`src/rtl/char_buf_pkg.sv`:
```
// -----------------------------------------------------------------------------
// char_buf_pkg
// Shared definitions for the 70x30 text-mode character buffer. Both the
// writer and the VGA text reader use these so that geometry, fill code and
// address packing agree on both ports of the char buffer.
//   CB_COLS / CB_ROWS  : screen geometry
//   CB_BLANK           : fill code for sweeps and backspace
//   ASCII_*            : control codes interpreted by the writer
//   state_t / ST_*     : writer FSM encoding
//   char_addr_pack()   : {3'b000, h[6:0], v[4:0]} buffer address
// -----------------------------------------------------------------------------
package char_buf_pkg;

   localparam int         CB_COLS  = 70;
   localparam int         CB_ROWS  = 30;
   localparam logic [7:0] CB_BLANK = 8'h20;

   localparam logic [7:0] ASCII_BS       = 8'h08;
   localparam logic [7:0] ASCII_LF       = 8'h0A;
   localparam logic [7:0] ASCII_FF       = 8'h0C;
   localparam logic [7:0] ASCII_CR       = 8'h0D;
   localparam logic [7:0] ASCII_PRINT_LO = 8'h20;
   localparam logic [7:0] ASCII_PRINT_HI = 8'h7E;

   typedef logic [1:0] state_t;
   localparam state_t ST_IDLE     = 2'd0;
   localparam state_t ST_WRITE    = 2'd1;
   localparam state_t ST_CLR_LINE = 2'd2;
   localparam state_t ST_CLR_ALL  = 2'd3;

   function automatic logic [14:0] char_addr_pack(input logic [6:0] h,
                                                  input logic [4:0] v);
      return {3'b000, h, v};
   endfunction

endpackage

```
`src/rtl/char_buf_sweep.sv`:
```
// -----------------------------------------------------------------------------
// char_buf_sweep
// Cell counter for blank sweeps. One cell is presented per cycle, h ascending
// (inner), v ascending (outer, full-screen mode only).
//   clk_i, rst_n_i : clock, asynchronous active-low reset
//   start_i        : begin a sweep; the first cell is presented this cycle
//   mode_all_i     : 1 = whole screen from row 0, 0 = single row row_i
//   row_i          : row to sweep in line mode
//   cell_h_o/v_o   : cell to write this cycle (valid when cell_vld_o)
//   cell_vld_o     : a sweep cell is presented this cycle
//   busy_o         : sweep in progress (registered)
//   done_o         : the presented cell is the final one
// -----------------------------------------------------------------------------
module char_buf_sweep
   import char_buf_pkg::*;
#(
   parameter int COLS = CB_COLS,
   parameter int ROWS = CB_ROWS
) (
   input  logic       clk_i,
   input  logic       rst_n_i,
   input  logic       start_i,
   input  logic       mode_all_i,
   input  logic [4:0] row_i,
   output logic [6:0] cell_h_o,
   output logic [4:0] cell_v_o,
   output logic       cell_vld_o,
   output logic       busy_o,
   output logic       done_o
);

   localparam logic [6:0] H_LAST = 7'(COLS - 1);
   localparam logic [4:0] V_LAST = 5'(ROWS - 1);

   logic [6:0] cnt_h_q, cnt_h_d;
   logic [4:0] cnt_v_q, cnt_v_d;
   logic       busy_q, busy_d;
   logic       mode_all_q, mode_all_d;
   logic       mode_all_cur;
   logic       last_col;
   logic       last_cell;

   // On start the first cell bypasses the counter so the first blank write
   // can be registered in the same cycle the sweep is requested.
   always_comb begin
      cell_vld_o   = start_i | busy_q;
      cell_h_o     = start_i ? 7'd0 : cnt_h_q;
      cell_v_o     = start_i ? (mode_all_i ? 5'd0 : row_i) : cnt_v_q;
      mode_all_cur = start_i ? mode_all_i : mode_all_q;
      last_col     = (cell_h_o == H_LAST);
      last_cell    = last_col && (!mode_all_cur || (cell_v_o == V_LAST));
      done_o       = cell_vld_o && last_cell;

      cnt_h_d    = cnt_h_q;
      cnt_v_d    = cnt_v_q;
      busy_d     = busy_q;
      mode_all_d = mode_all_cur;
      if (cell_vld_o) begin
         if (last_cell) begin
            busy_d = 1'b0;
         end else begin
            busy_d = 1'b1;
            if (last_col) begin
               cnt_h_d = 7'd0;
               cnt_v_d = cell_v_o + 5'd1;
            end else begin
               cnt_h_d = cell_h_o + 7'd1;
               cnt_v_d = cell_v_o;
            end
         end
      end
   end

   always_ff @(posedge clk_i or negedge rst_n_i) begin
      if (!rst_n_i) begin
         cnt_h_q    <= 7'd0;
         cnt_v_q    <= 5'd0;
         busy_q     <= 1'b0;
         mode_all_q <= 1'b0;
      end else begin
         cnt_h_q    <= cnt_h_d;
         cnt_v_q    <= cnt_v_d;
         busy_q     <= busy_d;
         mode_all_q <= mode_all_d;
      end
   end

   assign busy_o = busy_q;

endmodule

```
`src/rtl/char_buf_writer.sv`:
```
// -----------------------------------------------------------------------------
// char_buf_writer
// Write-side terminal engine for the 70x30 character buffer. Accepts ASCII
// bytes, keeps a cursor, writes printable characters, interprets LF/CR/BS/FF
// and runs blank sweeps through char_buf_sweep.
//   clk_50m, rst_n         : clock, asynchronous active-low reset
//   key_ascii, key_valid   : byte from the source
//   key_ready              : byte is taken on an edge with key_valid && key_ready
//   char_wr_en/addr/data   : registered write port to the char buffer
//   h_cur, v_cur           : cursor position (registered)
//   dbg_state              : current FSM state (ST_* in char_buf_pkg)
// Build option CHAR_BUF_LINE_CLEAR_EN: when defined, line wrap and LF sweep
// the new row to BLANK; when undefined they only move the cursor.
//
// Handshake: valid/ready. The source holds key_ascii stable with key_valid
// high until an edge on which key_ready is also high; that edge transfers the
// byte. key_ready is high only in IDLE and is low for at least one cycle
// after every transfer.
// -----------------------------------------------------------------------------
module char_buf_writer
   import char_buf_pkg::*;
#(
   parameter int         COLS  = CB_COLS,
   parameter int         ROWS  = CB_ROWS,
   parameter logic [7:0] BLANK = CB_BLANK
) (
   input  logic        clk_50m,
   input  logic        rst_n,
   input  logic [7:0]  key_ascii,
   input  logic        key_valid,
   output logic        key_ready,
   output logic        char_wr_en,
   output logic [14:0] char_wr_addr,
   output logic [7:0]  char_wr_data,
   output logic [6:0]  h_cur,
   output logic [4:0]  v_cur,
   output logic [1:0]  dbg_state
);

   localparam logic [6:0] H_LAST = 7'(COLS - 1);
   localparam logic [4:0] V_LAST = 5'(ROWS - 1);

   state_t      state_q, state_d;
   logic        key_ready_q, key_ready_d;
   logic        wr_en_q, wr_en_d;
   logic [14:0] wr_addr_q, wr_addr_d;
   logic [7:0]  wr_data_q, wr_data_d;
   logic [6:0]  h_q, h_d;
   logic [4:0]  v_q, v_d;

   logic        accept;
   logic        is_print;
   logic [4:0]  next_row;

   logic        sweep_start;
   logic        sweep_mode_all;
   logic [4:0]  sweep_row;
   logic [6:0]  sweep_h;
   logic [4:0]  sweep_v;
   logic        sweep_vld;
   logic        sweep_busy;
   logic        sweep_done;

   char_buf_sweep #(
      .COLS (COLS),
      .ROWS (ROWS)
   ) u_sweep (
      .clk_i      (clk_50m),
      .rst_n_i    (rst_n),
      .start_i    (sweep_start),
      .mode_all_i (sweep_mode_all),
      .row_i      (sweep_row),
      .cell_h_o   (sweep_h),
      .cell_v_o   (sweep_v),
      .cell_vld_o (sweep_vld),
      .busy_o     (sweep_busy),
      .done_o     (sweep_done)
   );

   assign accept   = key_valid && key_ready_q;
   assign is_print = (key_ascii >= ASCII_PRINT_LO) && (key_ascii <= ASCII_PRINT_HI);
   // No scrolling: the row index wraps.
   assign next_row = (v_q == V_LAST) ? 5'd0 : v_q + 5'd1;

   always_comb begin
      state_d        = state_q;
      h_d            = h_q;
      v_d            = v_q;
      wr_en_d        = 1'b0;
      wr_addr_d      = wr_addr_q;
      wr_data_d      = wr_data_q;
      sweep_start    = 1'b0;
      sweep_mode_all = 1'b0;
      sweep_row      = v_q;

      case (state_q)
         ST_IDLE: begin
            if (accept) begin
               // WRITE is the single cycle with key_ready low before IDLE.
               state_d = ST_WRITE;
               if (is_print) begin
                  wr_en_d   = 1'b1;
                  wr_addr_d = char_addr_pack(h_q, v_q);
                  wr_data_d = key_ascii;
                  if (h_q == H_LAST) begin
                     h_d = 7'd0;
                     v_d = next_row;
`ifdef CHAR_BUF_LINE_CLEAR_EN
                     // Sweep starts next cycle, after the character write.
                     state_d = ST_CLR_LINE;
`endif
                  end else begin
                     h_d = h_q + 7'd1;
                  end
               end else if (key_ascii == ASCII_LF) begin
                  h_d = 7'd0;
                  v_d = next_row;
`ifdef CHAR_BUF_LINE_CLEAR_EN
                  sweep_start = 1'b1;
                  sweep_row   = next_row;
                  state_d     = ST_CLR_LINE;
`endif
               end else if (key_ascii == ASCII_CR) begin
                  h_d = 7'd0;
               end else if (key_ascii == ASCII_BS) begin
                  if (h_q != 7'd0) begin
                     h_d       = h_q - 7'd1;
                     wr_en_d   = 1'b1;
                     wr_addr_d = char_addr_pack(h_q - 7'd1, v_q);
                     wr_data_d = BLANK;
                  end
               end else if (key_ascii == ASCII_FF) begin
                  h_d            = 7'd0;
                  v_d            = 5'd0;
                  sweep_start    = 1'b1;
                  sweep_mode_all = 1'b1;
                  state_d        = ST_CLR_ALL;
               end
            end
         end
`ifdef CHAR_BUF_LINE_CLEAR_EN
         ST_CLR_LINE: begin
            // Entered idle from a wrap: kick the sweep on the new row.
            if (!sweep_busy) begin
               sweep_start = 1'b1;
            end
            if (sweep_done) begin
               state_d = ST_WRITE;
            end
         end
`endif
         ST_CLR_ALL: begin
            if (sweep_done || !sweep_busy) begin
               state_d = ST_WRITE;
            end
         end
         default: begin
            state_d = ST_IDLE;
         end
      endcase

      if (sweep_vld) begin
         wr_en_d   = 1'b1;
         wr_addr_d = char_addr_pack(sweep_h, sweep_v);
         wr_data_d = BLANK;
      end

      key_ready_d = (state_d == ST_IDLE);
   end

   always_ff @(posedge clk_50m or negedge rst_n) begin
      if (!rst_n) begin
         state_q     <= ST_IDLE;
         key_ready_q <= 1'b1;
         wr_en_q     <= 1'b0;
         wr_addr_q   <= 15'd0;
         wr_data_q   <= 8'h00;
         h_q         <= 7'd0;
         v_q         <= 5'd0;
      end else begin
         state_q     <= state_d;
         key_ready_q <= key_ready_d;
         wr_en_q     <= wr_en_d;
         wr_addr_q   <= wr_addr_d;
         wr_data_q   <= wr_data_d;
         h_q         <= h_d;
         v_q         <= v_d;
      end
   end

   assign key_ready    = key_ready_q;
   assign char_wr_en   = wr_en_q;
   assign char_wr_addr = wr_addr_q;
   assign char_wr_data = wr_data_q;
   assign h_cur        = h_q;
   assign v_cur        = v_q;
   assign dbg_state    = state_q;

endmodule

```
`config.mk`:
```
export PLATFORM = sky130hd
export DESIGN_NAME = char_buf_writer
export DESIGN_NICKNAME = d
export VERILOG_FILES = /design/src/rtl/char_buf_pkg.sv /design/src/rtl/char_buf_sweep.sv /design/src/rtl/char_buf_writer.sv
export SDC_FILE = /design/constraint.sdc
export NUM_CORES = 1
export LEC_CHECK = 0
export ABC_AREA = 1
export BUFFER_PORTS_ARGS = -buffer_cell sky130_fd_sc_hd__clkbuf_2
export CELL_PAD_IN_SITES_DETAIL_PLACEMENT = 1
export CELL_PAD_IN_SITES_GLOBAL_PLACEMENT = 1
export CORE_ASPECT_RATIO = 2
export CORE_MARGIN = 2
export CORE_UTILIZATION = 47
export CTS_BUF_LIST = sky130_fd_sc_hd__clkbuf_2 sky130_fd_sc_hd__clkbuf_4 sky130_fd_sc_hd__clkbuf_8
export DETAILED_ROUTE_END_ITERATION = 16
export PLACE_DENSITY_LB_ADDON = 0.1
export SLEW_MARGIN = 20
export SYNTH_ARGS = -nofsm -noshare
export SYNTH_HDL_FRONTEND = slang
export SYNTH_HIERARCHICAL = 1
export SYNTH_SLANG_ARGS = --single-unit
export TNS_END_PERCENT = 10
```
`constraint.sdc`:
```
create_clock -name clk_50m -period 4.68 [get_ports clk_50m]
set_input_delay 0.234 -clock clk_50m [delete_from_list [all_inputs] [get_ports clk_50m]]
set_output_delay 0.234 -clock clk_50m [all_outputs]
set_load 0.005 [all_outputs]
```
After elaboration in Yosys (flattened, before gate mapping):

Cells that the tools add are included.

* flip-flop bits (word level): 53
* input port bits: 11
* output and inout port bits: 39

* add/subtract/negate cells: 5
* magnitude comparators: 2
* equality and inequality tests: 15
* muxes and demuxes: 59
* bitwise operators: 2
* reduce and logical (&&, ||, !) cells: 21

Operators with widths (count)
* $mux W15: 8
* $mux W8: 8
* $mux W7: 9
* $mux W5: 9
* $eq A8 B4 Y1 const B: 4
* $mux W1: 17
* $add A7 B1 Y7 const B: 2
* $eq A7 B7 Y1 const B: 2
* $mux W2: 7
* $ne A3 B3 Y1 const B: 4
* $reduce_and A6 Y1: 2
* $add A5 B1 Y5 const B: 2
* $eq A5 B5 Y1 const B: 2
* $reduce_bool A3 Y1: 3
* $ge A8 B6 Y1 const B: 1
* $le A8 B7 Y1 const B: 1
* $reduce_bool A7 Y1: 1
* $sub A7 B1 Y7 const B: 1
* $ne A5 B4 Y1 const B: 1
* $reduce_bool A5 Y1: 1
* $logic_and A1 B1 Y1: 4
* $logic_not A2 Y1: 2
* $pmux W2 S2: 1
* $reduce_and A4 Y1: 1
* other kinds (8): 11

Longest topological paths before layout:

Gate-level depths: netlist of the first run.

* depth in word-level cells: 17
* mapped depth: 19
* depth with buffers taken out: 19

By module:

The synthesis of the first run kept the hierarchy.

By module, submodules not included
* char_buf_writer: instances 1, cells each 372, area each 2666.3 um2
* char_buf_sweep: instances 1, cells each 135, area each 1014.7 um2

Least setup slack after synthesis of the first run:

OpenSTA, ideal clock, no wires.

* kind: register to register
* start: reg state_q[0], in the netlist dbg_state[0]
* end: reg key_ready_q, in the netlist key_ready
* setup time: 0.067 ns
* arrival: 2.747 ns
* slack: 1.866 ns
* cell stages (with the launch flop): 20
* buffers on the path: 1
* period minus slack after synthesis: 2.814 ns
* path through: dfrtp_1 > inv_1 > ha_1 > inv_1 > nor2_4 > inv_1 > nor2_2 > buf_6 > nor2_1 > inv_1 > ha_1 > nor3b_1 > nand2_2 > inv_2 > nand2_4 > nor2_1 > nor3_1 > o21ai_0 > a21oi_1 > nor2_1

RTL lines
* start, declared: line char_buf_writer.sv:43 `state_t state_q, state_d;`
* start signal, assigned: line char_buf_writer.sv:181 `state_q <= state_d;`
* $logic_not A2 Y1: line char_buf_writer.sv:96 `case (state_q)`
* $mux W1: line char_buf_writer.sv:96
* named net sweep_mode_all: line char_buf_writer.sv:56 `logic sweep_mode_all;`
* $mux W7: line char_buf_sweep.sv:47 `cell_h_o = start_i ? 7'd0 : cnt_h_q;`
* named net sweep_h[1]: line char_buf_writer.sv:58 `logic [6:0] sweep_h;`
* $eq A7 B7 Y1: line char_buf_sweep.sv:50 `last_col = (cell_h_o == H_LAST);`
* $logic_and A1 B1 Y1: line char_buf_sweep.sv:51 `last_cell = last_col && (!mode_all_cur || (cell_v_o == V_LAST));`
* $logic_and A1 B1 Y1: line char_buf_sweep.sv:52 `done_o = cell_vld_o && last_cell;`
* named net sweep_done: line char_buf_writer.sv:62 `logic sweep_done;`
* $logic_or A1 B1 Y1: line char_buf_writer.sv:153 `if (sweep_done || !sweep_busy) begin`
* $mux W2: line char_buf_writer.sv:153
* $pmux W2 S2: line char_buf_writer.sv:96
* named net state_d[1]: line char_buf_writer.sv:43
* $logic_not A2 Y1: line char_buf_writer.sv:168 `key_ready_d = (state_d == ST_IDLE);`
* named net key_ready_d: line char_buf_writer.sv:44 `logic key_ready_q, key_ready_d;`
* end signal, assigned: line char_buf_writer.sv:182 `key_ready_q <= key_ready_d;`
* end, declared: line char_buf_writer.sv:44

The timed path passes the listed nets, and every way through them passes these cells.
A chain may end at the register's enable or synchronous reset.

Worst setup path after layout of the first run:

Ends and elaborated chain as after synthesis.

==> results_tabular.tex, run 1 <==
\begin{tabular}{lr}
\hline
Metric & Value \\
\hline
\multicolumn{2}{l}{\textbf{Cells and area}} \\
Final core area utilization & 52.41\% \\
Layout cell share with drive strength beyond 1 & a little over a fifth \\
\# diodes & 0 \\
Total number of nets in the final design & between 500 and 600 \\
Synth-to-Final Area Change & 8.226\% \\
Commonest non-fill, non-tap cells in the layout & sky130\_fd\_sc\_hd\_\_nand2\_1, sky130\_fd\_sc\_hd\_\_nand3\_1, sky130\_fd\_sc\_hd\_\_dfrtp\_1, sky130\_fd\_sc\_hd\_\_clkbuf\_2, sky130\_fd\_sc\_hd\_\_inv\_1 \\
Final cell count without fillers & 640 \\
Most common library cell in the layout ignoring fill and taps & sky130\_fd\_sc\_hd\_\_nand2\_1 \\
\multicolumn{2}{l}{\textbf{Power and ir drop}} \\
Sequential share of power & between 40 and 50\% \\
Gate power share & 40.6\% \\
Worst VDD drop & roughly 0.21 mV \\
Total power after layout & 1617 uW \\
Internal Power & about 950 uW \\
Leakage power of the design & 0.002190 uW \\
Power Density & between 400 and 500 nW/um2 \\
Switching part of the total power & 41.30\% \\
Psw & $\sim$670 uW \\
Clk pwr share & 19.4\% \\
\multicolumn{2}{l}{\textbf{Logic synthesis}} \\
Top\_reg\_cell synth & sky130\_fd\_sc\_hd\_\_dfrtp\_1 \\
Syn Std Cell Area & 3681 um2 \\
Portion of the post-synthesis area used by sequential elements & between 30\% and 40\% \\
Number of synthesized register bits & 50 \\
Number of distinct library cells after synthesis & 38 \\
Number of enable-type register cells in the synthesized netlist & 0 \\
Number of warnings issued by yosys & 6 \\
Ys async rst share & 100.0\% \\
Post-Synthesis Mean Instance Area & around 7.3 um2 \\
Mapped Cells & 507 \\
\multicolumn{2}{l}{\textbf{Die}} \\
Initial cell density of the core & about 48\% \\
Placement Rows & 45 \\
Die footprint & roughly 8600 um2 \\
Chip height & around 130 um \\
I/O pin count & 50 \\
Core region area & 7601 um2 \\
Width of the die & roughly 67 um \\
\multicolumn{2}{l}{\textbf{CTS}} \\
Clock transition time at the flip-flop clock pins of the worst setup and hold paths & approximately 0.090 ns \\
Hold-fix buffers at CTS & 0 \\
Clock Sinks & 50 \\
CTS tree & done \\
Number of H-tree levels & 2 \\
Post-CTS Resized & 0 \\
Buffers inserted during post-CTS setup optimization & 0 \\
CTS max path bufs & 2 \\
Cell chosen for the clock root & sky130\_fd\_sc\_hd\_\_clkbuf\_8 \\
Clock latency reported for the late side of the worst-skew pair & approximately 0.32 ns \\
Total CTS buffers & 5 \\
\multicolumn{2}{l}{\textbf{Drt}} \\
Number of vias per cell after detailed routing & 5.369 \\
DRC marker count from the first detailed-route iteration & approximately 130 \\
Post-detailed-route count of antenna-violating nets & 0 \\
Mean routed wirelength per cell & roughly 16 um \\
WL final & roughly 10000 um \\
DRC violations left & 0 \\
Number of iterations in the first detailed-routing pass & 4 \\
Via total after detailed routing & 3436 \\
\multicolumn{2}{l}{\textbf{Setup path}} \\
Crit path arrival time & 3.80 ns \\
Type of the worst setup path & reg2reg \\
Startpoint of the worst-slack reg-to-reg timing path & dbg\_state[0]\$\_DFF\_PN0\_ \\
Required arrival time at the worst endpoint & a little under 5 ns \\
Critical path endpoint category & flop \\
Worst Setup Start Kind & flop \\
Max FO, Critical Path & 15 \\
Setup crit start & dbg\_state[0]\$\_DFF\_PN0\_ \\
\multicolumn{2}{l}{\textbf{STA}} \\
Final setup fails & 0 \\
Slew margin rel. & between 40\% and 50\% \\
Minimum setup slack in the final design & 1.140 ns \\
Summed negative setup slack over all endpoints & 0 ns \\
Final critical-path required period & between 3 and 4 ns \\
Clock skew after layout & $\sim$0.0042 ns \\
RSZ-0062 raised after global routing & false \\
Highest Clock Rate & approximately 0.28 GHz \\
Fin. Hold Viols & 0 \\
Slew at the pin closest to its max-slew limit & $\sim$0.75 ns \\
Share of the clock period used by the worst path & 75.63\% \\
Number of pins with negative max-slew slack in the final report & 0 \\
\multicolumn{2}{l}{\textbf{Worst hold path}} \\
Kind of path behind the tightest hold check & in2async \\
\multicolumn{2}{l}{\textbf{Placement}} \\
HPWL after detailed placement & $\sim$8200 um \\
Placement Setup Slack & between 1 and 1.5 ns \\
Cell Count Post-Placement & approximately 630 \\
Routability-driven placement congestion ratio & between 0.8 and 0.9 \\
Buffers on Ports & between 40 and 50 \\
\multicolumn{2}{l}{\textbf{Global route}} \\
Maximum number of pins on one net before global-route repair & 51 \\
Remaining Overflow, GRT & 0 \\
Vias in the first global route & roughly 3700 \\
Number of antenna violations at the first check in global routing & 0 \\
Wire length of the first global-routing pass & 17650 um \\
Combined global-route utilization of all metal layers & 26.59\% \\
\multicolumn{2}{l}{\textbf{Run}} \\
Number of maximum-capacitance constraint violations & 0 \\
\multicolumn{2}{l}{\textbf{Outcome}} \\
Run status & finished clean \\
\hline
\end{tabular}
[state kept, by name, summed over array words and instances (netlist names)]
name	flops
h_cur	7
char_wr_en	1
dbg_state	2
u_sweep/mode_all_q	1
u_sweep/cnt_v_q	5
char_wr_addr	12
u_sweep/cnt_h_q	7
u_sweep/busy_o	1
key_ready	1
char_wr_data	8
v_cur	5
[power by group through the flow]
stage / combinational, uW / clock [uW] / sequential, uW
2_1_floorplan: 449 / 0 / 635
3_5_place_dp: 661 / 0 / 658
5_1_grt: 754 / 342 / 664
6_report: 656 / 313 / 648
3_3_place_gp: 638 / 0 / 651
4_1_cts: 667 / 326 / 649
[path summary, 6_finish.rpt]
kind | depth (start not counted) | end | slack (ns)
hold reg to reg | 2 | u_sweep/cnt_v_q[3]$_DFFE_PN0P_ | 0.49
hold / removal | 2 | char_wr_data[4]$_DFFE_PN0P_ | 0.03
min in group clk_50m | 3 | char_wr_data[4]$_DFFE_PN0P_ | 0.15
max in group asynchronous | 2 | u_sweep/cnt_h_q[3]$_DFFE_PN0P_ | 4.21
setup reg to reg | 18 | key_ready$_DFF_PN1_ | 1.14
setup / recovery | 18 | key_ready$_DFF_PN1_ | 1.14
[cell type report]
type	instances	area, um2
fillers	1031	3617
well taps	94	117.6
flip-flops and latches	50	1252
clock inverters	3	40.04
inverters	55	222.7
multi-input cells	386	2044
clock buffers	5	68.82
repair buffers	47	237.7
[critical path, cell delays in order (launching register included)]
cell and delay (ns):
sky130_fd_sc_hd__dfrtp_1 0.43, sky130_fd_sc_hd__inv_1 0.08, sky130_fd_sc_hd__ha_1 0.17, sky130_fd_sc_hd__inv_1 0.08, sky130_fd_sc_hd__nor2_4 0.17, sky130_fd_sc_hd__inv_1 0.13
sky130_fd_sc_hd__nor2_2 0.62, sky130_fd_sc_hd__nor2_1 0.21, sky130_fd_sc_hd__inv_1 0.10, sky130_fd_sc_hd__ha_1 0.14, sky130_fd_sc_hd__nor3b_1 0.38, sky130_fd_sc_hd__nand2_2 0.15
sky130_fd_sc_hd__inv_2 0.15, sky130_fd_sc_hd__nand2_4 0.11, sky130_fd_sc_hd__nor2_1 0.14, sky130_fd_sc_hd__nor3_1 0.07, sky130_fd_sc_hd__o21ai_0 0.14, sky130_fd_sc_hd__a21oi_1 0.11
sky130_fd_sc_hd__nor2_1 0.09
[cells in the mapped netlist (2+ instances only)]
cell type / n / area [um2]
sky130_fd_sc_hd__inv_1: 46 / 172.7
sky130_fd_sc_hd__dfrtp_1: 49 / 1226
sky130_fd_sc_hd__buf_8: 2 / 30.03
sky130_fd_sc_hd__xor2_1: 5 / 43.79
sky130_fd_sc_hd__ha_1: 12 / 150.1
sky130_fd_sc_hd__buf_12: 2 / 40.04
sky130_fd_sc_hd__xnor2_1: 4 / 35.03
sky130_fd_sc_hd__nor2_1: 30 / 112.6
sky130_fd_sc_hd__nand2_1: 171 / 641.9
sky130_fd_sc_hd__nand3_4: 3 / 52.55
sky130_fd_sc_hd__nor2_4: 4 / 45.04
sky130_fd_sc_hd__o21ai_1: 4 / 20.02
sky130_fd_sc_hd__clkbuf_1: 2 / 7.510
sky130_fd_sc_hd__o21ai_0: 11 / 55.05
sky130_fd_sc_hd__inv_2: 6 / 22.52
sky130_fd_sc_hd__or2_2: 2 / 12.51
sky130_fd_sc_hd__nor2_2: 8 / 50.05
sky130_fd_sc_hd__buf_2: 4 / 20.02
sky130_fd_sc_hd__nand4_1: 7 / 43.79
sky130_fd_sc_hd__nand2_2: 15 / 93.84
sky130_fd_sc_hd__buf_4: 5 / 37.54
sky130_fd_sc_hd__nand3_2: 11 / 110.1
sky130_fd_sc_hd__buf_6: 3 / 33.78
sky130_fd_sc_hd__nor3_1: 8 / 40.04
sky130_fd_sc_hd__nand3_1: 63 / 315.3
sky130_fd_sc_hd__a21oi_1: 10 / 50.05
sky130_fd_sc_hd__nand2_4: 9 / 101.4
[cell families (layout without fill, tap and decap cells)]
group                      Yosys count  after routing  share of synthesized area (%)
DFF                                 50             50                          34.02
and+or+nand+nor                    335            335                          45.21
other                                1              3                         0.1019
AOI/OAI and AO/OA                   27             27                          3.807
xor gates and xnor gates             9              9                          2.141
buffers and inverters               73            110                          10.64
adders and majority gates           12             12                          4.079
[metrics by stage]
step / hold slack [ns] / instance area, um2
finish: 0.03001 / 3984
global route: 0.09030 / 3984
CTS: 0.05097 / 3984
detailed placement: 0.3988 / 3875
global placement: 0.3903 / 3875
floorplan: -0.06159 / 3689
[routing by layer]
layer  wire length (um)  up-vias  track usage [%]
li1                   -     1671                -
met1               3820     1675            27.53
met2               5921       60            50.65
met3                192       30            3.212
met4                436        0            12.85
met5                  0        -                0
No activity file was read; power rests on OpenSTA's default activity.
==> run 2: changes to the inputs <==
--- a/config.mk
+++ b/config.mk
@@ -11,7 +11,7 @@
 export CELL_PAD_IN_SITES_GLOBAL_PLACEMENT = 1
 export CORE_ASPECT_RATIO = 2
 export CORE_MARGIN = 2
-export CORE_UTILIZATION = 47
+export CORE_UTILIZATION = 43
 export CTS_BUF_LIST = sky130_fd_sc_hd__clkbuf_2 sky130_fd_sc_hd__clkbuf_4 sky130_fd_sc_hd__clkbuf_8
 export DETAILED_ROUTE_END_ITERATION = 16
 export PLACE_DENSITY_LB_ADDON = 0.1
==> constraint.sdc (replaced) <==
create_clock -name clk_50m -period 3.6 [get_ports clk_50m]
set_input_delay 0.18 -clock clk_50m [delete_from_list [all_inputs] [get_ports clk_50m]]
set_output_delay 0.18 -clock clk_50m [all_outputs]
set_load 0.005 [all_outputs]
==> results_tabular.tex, run 2 (synthesis gave the netlist of run 1 again) <==
\begin{tabular}{lr}
\hline
Metric & Value \\
\hline
\multicolumn{2}{l}{\textbf{Outcome}} \\
Run status & finished clean \\
\multicolumn{2}{l}{\textbf{CTS}} \\
Number of H-tree levels & 2 (unchanged) \\
Total CTS buffers & 5 (unchanged) \\
CTS tree & done \\
Hold-fix buffers at CTS & 1 (+1) \\
Clock latency reported for the late side of the worst-skew pair & 0.32 ns (about the same) \\
Cell chosen for the clock root & sky130\_fd\_sc\_hd\_\_clkbuf\_8 \\
CTS max path bufs & 2 (unchanged) \\
Post-CTS Resized & 0 (unchanged) \\
Clock transition time at the flip-flop clock pins of the worst setup and hold paths & 0.10 ns (about the same) \\
Clock Sinks & 50 (unchanged) \\
Buffers inserted during post-CTS setup optimization & 0 (unchanged) \\
\multicolumn{2}{l}{\textbf{Global route}} \\
Wire length of the first global-routing pass & 17880 um (+1.3\%) \\
Remaining Overflow, GRT & 0 (unchanged) \\
Vias in the first global route & 3699 (-0.48\%) \\
Maximum number of pins on one net before global-route repair & 51 (unchanged) \\
Number of antenna violations at the first check in global routing & 0 (unchanged) \\
Combined global-route utilization of all metal layers & 23.98\% (-2.6 points) \\
\multicolumn{2}{l}{\textbf{Die}} \\
Initial cell density of the core & 44.39\% (-4.0 points) \\
Chip height & 134.8 um (+4.4\%) \\
I/O pin count & 50 (unchanged) \\
Die footprint & 9362 um2 (+8.9\%) \\
Core region area & 8292 um2 (+9.1\%) \\
Placement Rows & 47 (+4.4\%) \\
Width of the die & 69.43 um (+4.3\%) \\
\multicolumn{2}{l}{\textbf{Setup path}} \\
Terminus of the critical flop-to-flop path & key\_ready\$\_DFF\_PN1\_ \\
Worst r2r path cells & 18 (unchanged) \\
Max FO, Critical Path & 9 (-6) \\
Worst Setup Start Kind & flop \\
Critical path endpoint category & flop \\
Type of the worst setup path & reg2reg \\
Required arrival time at the worst endpoint & 3.85 ns (-1.09 ns) \\
Crit path to & key\_ready\$\_DFF\_PN1\_ \\
Reg2Reg Setup Slack & 0.42 ns (-0.72 ns) \\
Startpoint of the worst-slack reg-to-reg timing path & dbg\_state[0]\$\_DFF\_PN0\_ \\
Crit path arrival time & 3.43 ns (-0.37 ns) \\
Setup crit start & dbg\_state[0]\$\_DFF\_PN0\_ \\
\multicolumn{2}{l}{\textbf{STA}} \\
RSZ-0062 raised after global routing & false \\
Final critical-path required period & 3.177 ns (-0.3626 ns) \\
Slew margin rel. & 53.51\% (+3.6 points) \\
Share of the clock period used by the worst path & 88.25\% (+13 points) \\
Final setup fails & 0 (unchanged) \\
Number of pins with negative max-slew slack in the final report & 0 (unchanged) \\
Summed negative setup slack over all endpoints & 0 ns (unchanged) \\
Slew at the pin closest to its max-slew limit & 0.6974 ns (-0.05295 ns) \\
Highest Clock Rate & 0.3148 GHz (+11\%) \\
Worst Hold Margin & 0.1056 ns (+0.07561 ns) \\
Clock skew after layout & 0.01803 ns (+0.01383 ns) \\
Fin. Hold Viols & 0 (unchanged) \\
\multicolumn{2}{l}{\textbf{Power and ir drop}} \\
Power Density & 510.4 nW/um2 (+26\%) \\
Worst VDD drop & 0.2259 mV (+7.8\%) \\
Leakage power of the design & 0.002187 uW (-0.12\%) \\
Total power after layout & 2040 uW (+26\%) \\
\multicolumn{2}{l}{\textbf{Drt}} \\
WL final & 10470 um (+0.93\%) \\
Number of iterations in the first detailed-routing pass & 4 (unchanged) \\
DRC marker count from the first detailed-route iteration & 125 (-1.6\%) \\
Via total after detailed routing & 3375 (-1.8\%) \\
Post-detailed-route count of antenna-violating nets & 0 (unchanged) \\
DRC violations left & 0 (unchanged) \\
Number of vias per cell after detailed routing & 5.216 (-2.8\%) \\
Mean routed wirelength per cell & 16.18 um (-0.17\%) \\
\multicolumn{2}{l}{\textbf{Run}} \\
Number of maximum-capacitance constraint violations & 0 (unchanged) \\
\multicolumn{2}{l}{\textbf{Worst hold path}} \\
Kind of path behind the tightest hold check & in2reg \\
\multicolumn{2}{l}{\textbf{Cells and area}} \\
Commonest non-fill, non-tap cells in the layout & sky130\_fd\_sc\_hd\_\_nand2\_1, sky130\_fd\_sc\_hd\_\_nand3\_1, sky130\_fd\_sc\_hd\_\_dfrtp\_1, sky130\_fd\_sc\_hd\_\_inv\_1, sky130\_fd\_sc\_hd\_\_clkbuf\_2 \\
Largest register FFs & 12 (unchanged) \\
Layout cell share with drive strength beyond 1 & 22.04\% (+0.062 points) \\
Total number of nets in the final design & 572 (+0.70\%) \\
Most common library cell in the layout ignoring fill and taps & sky130\_fd\_sc\_hd\_\_nand2\_1 \\
Synth-to-Final Area Change & 8.566\% \\
\# diodes & 0 (unchanged) \\
\multicolumn{2}{l}{\textbf{Placement}} \\
Buffers on Ports & 46 (unchanged) \\
HPWL after detailed placement & 8366 um (+2.4\%) \\
Routability-driven placement congestion ratio & 0.8513 (-2.1\%) \\
\hline
\end{tabular}
## run 2: worst min path at each step
stage          slack, ns                           to  cells past startpoint         start
3_5_place_dp        0.35  char_wr_data[0]$_DFFE_PN0P_                      2         rst_n
2_1_floorplan      -0.12  char_wr_addr[0]$_DFFE_PN0P_                      0         rst_n
6_report            0.11  char_wr_data[4]$_DFFE_PN0P_                      3  key_ascii[4]
4_1_cts             0.10  char_wr_data[4]$_DFFE_PN0P_                      3  key_ascii[4]
3_3_place_gp        0.34  char_wr_data[1]$_DFFE_PN0P_                      2         rst_n
5_1_grt             0.11  char_wr_data[4]$_DFFE_PN0P_                      3  key_ascii[4]
## run 2: area by class of cell
| class | count | area (um2) |
|---|---|---|
| repair buffers | 51 | 270.3 |
| inverters | 55 | 222.7 |
| flip-flops and latches | 50 | 1252 |
| multi-input cells | 386 | 2044 |
| clock inverters | 2 | 15.01 |
| clock buffers | 5 | 68.82 |
| well taps | 98 | 122.6 |
| fillers | 1126 | 4295 |
## run 2: stage by stage
stage	instance area (um2)	worst slack (ns)	utilization, %	cells
2_1_floorplan	3689	0.7856	-	509
3_3_place_gp	3902	0.5793	47.07	639
3_5_place_dp	3902	0.3934	47.07	639
4_1_cts	3996	0.3676	48.20	647
5_1_grt	3996	0.01685	48.20	647
6_report	3996	0.4229	48.20	647
## run 2: critical path, stage by stage (launching register included)
cell and delay (ns):
sky130_fd_sc_hd__dfrtp_1 0.42, sky130_fd_sc_hd__inv_1 0.07, sky130_fd_sc_hd__ha_1 0.16, sky130_fd_sc_hd__inv_1 0.08, sky130_fd_sc_hd__nor2_4 0.17, sky130_fd_sc_hd__inv_1 0.13
sky130_fd_sc_hd__nor2_2 0.37, sky130_fd_sc_hd__nor2_1 0.17, sky130_fd_sc_hd__inv_1 0.09, sky130_fd_sc_hd__ha_1 0.14, sky130_fd_sc_hd__nor3b_1 0.38, sky130_fd_sc_hd__nand2_2 0.15
sky130_fd_sc_hd__inv_2 0.14, sky130_fd_sc_hd__nand2_4 0.11, sky130_fd_sc_hd__nor2_1 0.12, sky130_fd_sc_hd__nor3_1 0.06, sky130_fd_sc_hd__o21ai_0 0.15, sky130_fd_sc_hd__a21oi_1 0.11
sky130_fd_sc_hd__nor2_1 0.09
## run 2: metal layers
| layer | GRT usage [%] | vias up | wire (um) |
|---|---|---|---|
| met3 | 2.388 | 24 | 194 |
| met4 | 10.35 | 0 | 319 |
| li1 | - | 1675 | - |
| met2 | 49.47 | 49 | 6281 |
| met5 | 0 | - | 0 |
| met1 | 23.07 | 1627 | 3672 |
## run 2: power breakdown
| group | internal (uW) | switching, uW | total (uW) |
|---|---|---|---|
| clock | 133 | 204 | 338 |
| combinational | 335 | 528 | 863 |
| sequential | 698 | 141 | 839 |
